==> config.mk <==
export PLATFORM = sky130hd
export DESIGN_NAME = ex_result_stage
export DESIGN_NICKNAME = d
export VERILOG_FILES = /design/src/rtl/ex_result_stage.sv
export SDC_FILE = /design/constraint.sdc
export NUM_CORES = 1
export LEC_CHECK = 0
export ABC_AREA = 1
export CORE_ASPECT_RATIO = 0.5
export CORE_MARGIN = 10
export CORE_UTILIZATION = 35
export DETAILED_ROUTE_END_ITERATION = 8
export PLACE_DENSITY = 0.6
export SLEW_MARGIN = 25
export SYNTH_ARGS = -nofsm -noshare
export SYNTH_HDL_FRONTEND = slang
export SYNTH_SLANG_ARGS = --single-unit
==> constraint.sdc <==
create_clock -name clk -period 3.7 [get_ports clk]
set_input_delay 0.555 -clock clk [delete_from_list [all_inputs] [get_ports clk]]
set_output_delay 0.555 -clock clk [all_outputs]
set_load 0.02 [all_outputs]
==> src/rtl/ex_result_stage.sv <==
// ex_result_stage: 2-entry in-order result skid buffer between the ALU and MEM stages, with the architectural CC register
module ex_result_stage #(
    parameter int         DATA_W  = 16,
    parameter logic [2:0] CC_INIT = 3'b010
) (
    input  logic              clk,
    input  logic              reset,
    input  logic              in_valid,
    output logic              in_ready,
    input  logic [DATA_W-1:0] in_res,
    input  logic [2:0]        in_dr,
    input  logic              in_ld_reg,
    input  logic              in_ld_cc,
    input  logic              flush,
    output logic              out_valid,
    input  logic              out_ready,
    output logic [DATA_W-1:0] out_res,
    output logic [2:0]        out_dr,
    output logic              out_ld_reg,
    output logic              out_ld_cc,
    output logic [2:0]        out_nzp,
    output logic [2:0]        cc
);
    localparam int EW = DATA_W + 8;
    logic [EW-1:0] mem_q [2];
    logic [EW-1:0] mem_d [2];
    logic          rd_ptr_q, rd_ptr_d, wr_ptr_q, wr_ptr_d;
    logic [1:0]    count_q, count_d;
    logic [2:0]    cc_q, cc_d;
    logic          push, pop;
    logic [2:0]    in_nzp;
    assign in_ready  = count_q != 2'd2;
    assign out_valid = count_q != 2'd0;
    assign push      = in_valid & in_ready & ~flush;
    assign pop       = out_valid & out_ready & ~flush;
    assign in_nzp    = {in_res[DATA_W-1], ~|in_res, ~in_res[DATA_W-1] & |in_res};
    assign {out_res, out_dr, out_ld_reg, out_ld_cc, out_nzp} = out_valid ? mem_q[rd_ptr_q] : '0;
    assign cc        = cc_q;
    always_comb begin
        mem_d[0] = (push && !wr_ptr_q) ? {in_res, in_dr, in_ld_reg, in_ld_cc, in_nzp} : mem_q[0];
        mem_d[1] = (push && wr_ptr_q) ? {in_res, in_dr, in_ld_reg, in_ld_cc, in_nzp} : mem_q[1];
        wr_ptr_d = flush ? 1'b0 : wr_ptr_q ^ push;
        rd_ptr_d = flush ? 1'b0 : rd_ptr_q ^ pop;
        count_d  = flush ? 2'd0 : count_q + {1'b0, push} - {1'b0, pop};
        cc_d     = (pop && out_ld_cc) ? out_nzp : cc_q;
    end
    always_ff @(posedge clk) begin
        if (reset) begin
            mem_q[0] <= '0;
            mem_q[1] <= '0;
            wr_ptr_q <= 1'b0;
            rd_ptr_q <= 1'b0;
            count_q  <= 2'd0;
            cc_q     <= CC_INIT;
        end else begin
            mem_q[0] <= mem_d[0];
            mem_q[1] <= mem_d[1];
            wr_ptr_q <= wr_ptr_d;
            rd_ptr_q <= rd_ptr_d;
            count_q  <= count_d;
            cc_q     <= cc_d;
        end
    end
endmodule
==> summary.md <==
| Metric | Value |
|---|---|
| Post-route cell area | `about 3200 sq um` |
| Seq cells post-synth | `53` |
| R2r startpoint | `count_q[1]` |
| Post-synth EDFFs | `between 40 and 50` |
| Pwr dens | `423 nW/um^2` |
| Die width | `between 100 and 150 um` |
| Synth Warn # | `0` |
| Placed Instance Area | `between 2000 and 3000 sq um` |
| Post-route clock period utilization | `between 70% and 80%` |
| Drt total wl | `5.49 mm` |
| Worst Hold Class | `flop to flop` |
| CP Max Fanout | `24` |
| Initial antenna violation count | `0` |
| Core Rows | `21` |
| Met1 Use GR | `around 12%` |
| I/O pins | `between 50 and 60` |
| Clock root buffer | `clkbuf_16` |
| Worst setup SP type | `flop` |
| Antenna Cells | `0` |
| Worst slew pin tran | `between 0.4 and 0.5 ns` |
| Number of clock sinks | `53` |
| Synthesized net count | `~270` |
| Setup TNS | `0 ns` |
| Clk_lat worst skew | `between 0.2 and 0.3 ns` |
| Worst Path Arrival | `around 2.2 ns` |
| Synth async-reset ratio | `0%` |
| Cts-stage hold buffer count | `0` |
| WS Path Type | `flop to output pin` |
| Slew HR | `68.7%` |
| Post-CTS setup buffers | `0` |
| Slew Limit Fails | `0` |
| CTS clk-pin slew, worst paths | `around 0.07 ns` |
| Syn avg cell area | `around 9.7 sq um` |
| CORE AREA | `between 6000 and 7000 sq um` |
| Final setup fails | `0` |
| TritonCTS Buffers | `5` |
| Yosys top cell area share | `58.0%` |
| Minimum clock period | `2.70 ns` |
| Grt total ovfl | `0` |
| Die ar. | `roughly 11000 sq um` |
| Starting Density | `approximately 36%` |
| Cells after Synth | `approximately 250` |
| Clk_skew | `roughly 0.0075 ns` |
| GPL Wtd Cong | `between 0.7 and 0.8` |
| All-Layer GR Usage | `between 10% and 20%` |
| Power, Total | `between 1 and 1.5 mW` |
| Post_cts resized | `0` |
| Critical Path RT | `3.14 ns` |
| Outcome | `complete, no violations` |
| Upper clock frequency limit | `370 MHz` |
| Pleak | `around 1.3 nW` |
| Met3 Usage GRT | `roughly 3.3%` |
| Port Buffers | `54` |
| Worst r2r dst | `count_q[1]` |
| DR pass1 iterations | `4` |
| Most frequent cell after synthesis | `nand2_1` |
| TritonCTS clock tree | `yes` |
| Drc violations | `0` |
| Leading post-synthesis cells by cell area | `edfxtp_1, nand2_1, inv_1, dfxtp_1, nor2_1` |
| RSZ-0062 raised after global routing | `false` |
| Largest net degree at the start of global routing | `25` |
| Wire length per cell | `between 10 and 15 um` |
| CP Capture Type | `output pin` |
| P&R area growth vs syn | `32.9%` |
| Post-DRT Antenna Nets | `0` |
| IR Drop Worst-Case VDD | `190 uV` |
| WHS Endpoint | `wr_ptr_q` |
| Worst hold start | `wr_ptr_q` |
| R2R setup slack | `~2 ns` |
| Iteration-0 DRC Markers | `between 90 and 100` |
| Vias per Instance | `4.41` |
| Top post-synthesis cells by count | `nand2_1, edfxtp_1, inv_1` |
| Synth unique cells | `19` |
| Max-cap violations | `0` |
| Die height | `a little under 80 um` |
| Worst reg2reg path depth | `10` |
| Mapped Area | `roughly 2400 sq um` |
| Clock Tree Buf Depth | `2` |
| First-pass GRT wire length | `9.19 mm` |
| Number of global-route vias before repair | `between 1.5k and 2k` |
| Layout cells sized above 1 | `7.97%` |
| Top Usage Layer GRT | `met2` |
| Largest area contributor in the netlist | `edfxtp_1` |
| Seq/Total Area, Yosys | `63.9%` |
| Placed wire-length estimate | `just under 4 mm` |
| Worst Hold Path Cells | `2` |
| Met2 Track Usage GR | `a little under a fifth` |
| H-tree levels | `2` |
| Fin nets | `327` |
| Vias after detailed routing | `1733` |
| Top FF cell, synth | `edfxtp_1` |
| Final hold violations | `0` |
worst max-delay path, stage by stage, from the launching register on:
cell,delay [ns]
dfxtp_1,0.58
inv_2,0.30
nand2_1,0.15
inv_1,0.05
nor2_2,0.14
clkdlybuf4s50_1,0.62
cells in the final DEF (no fill, tap or decap), types with 2 or more instances in the layout:
cell type / count
a21oi_1: 23
buf_4: 4
clkbuf_16: 5
clkdlybuf4s50_1: 54
dfxtp_1: 7
edfxtp_1: 46
inv_1: 38
inv_2: 3
nand2_1: 59
nand2_2: 3
nand3_1: 9
nand3_2: 2
nand4_1: 4
nor2_1: 33
nor2_2: 2
o21ai_0: 2
kinds of logic (layout without fill, tap and decap cells):
logic type                 Yosys count  count (layout)  synth area share, %
and+or+nand+nor                    113             113                 20.0
xor gates and xnor gates             1               1                0.368
AOI/OAI and AO/OA                   26              26                 5.47
DFF                                 53              53                 63.9
buffers and inverters               51             107                 9.67
adders and majority gates            1               1                0.526
registers in the layout (all words and copies together), names as in the netlist:
| register | flops |
|---|---|
| count_q | 2 |
| wr_ptr_q | 1 |
| cc | 3 |
| rd_ptr_q | 1 |
| mem_q | 46 |
worst max path at each step:
| stage | slack (ns) | end | start |
|---|---|---|---|
| 3_3_place_gp | 1.32 | out_ld_cc | rd_ptr_q |
| 4_1_cts | 0.96 | out_ld_cc | rd_ptr_q |
| 5_1_grt | 0.80 | out_ld_cc | rd_ptr_q |
| 3_5_place_dp | 1.27 | out_ld_cc | rd_ptr_q |
| 2_1_floorplan | 0.81 | mem_q[1][0] | flush |
| 6_report | 1.0 | out_ld_cc | rd_ptr_q |
metal layers:
layer	wire, um	up-vias
li1	-	897
met1	2320	784
met2	2710	45
met4	97	0
met3	355	7
met5	0	-
stage by stage:
step           setup WS (ns)  util, %  hold WS [ns]  cells
6_report               0.996     47.6         0.477    393
5_1_grt                0.797     47.6         0.506    393
3_3_place_gp            1.32     45.0         0.452    385
3_5_place_dp            1.27     45.0         0.469    385
2_1_floorplan          0.809        -         0.445    245
4_1_cts                0.955     47.6         0.479    393
power by group:
group          internal, mW  switching, mW
registers             0.682        0.00865
logic                0.0506         0.0650
clock network         0.320          0.210
cell type report:
| cell class | count | area, sq um |
|---|---|---|
| well taps | 92 | 115 |
| multi-input cells | 141 | 632 |
| clock inverters | 3 | 43.8 |
| repair buffers | 58 | 571 |
| inverters | 41 | 154 |
| flip-flops and latches | 53 | 1520 |
| fillers | 630 | 3490 |
| clock buffers | 5 | 125 |
Power figures use the tool's default switching activity.
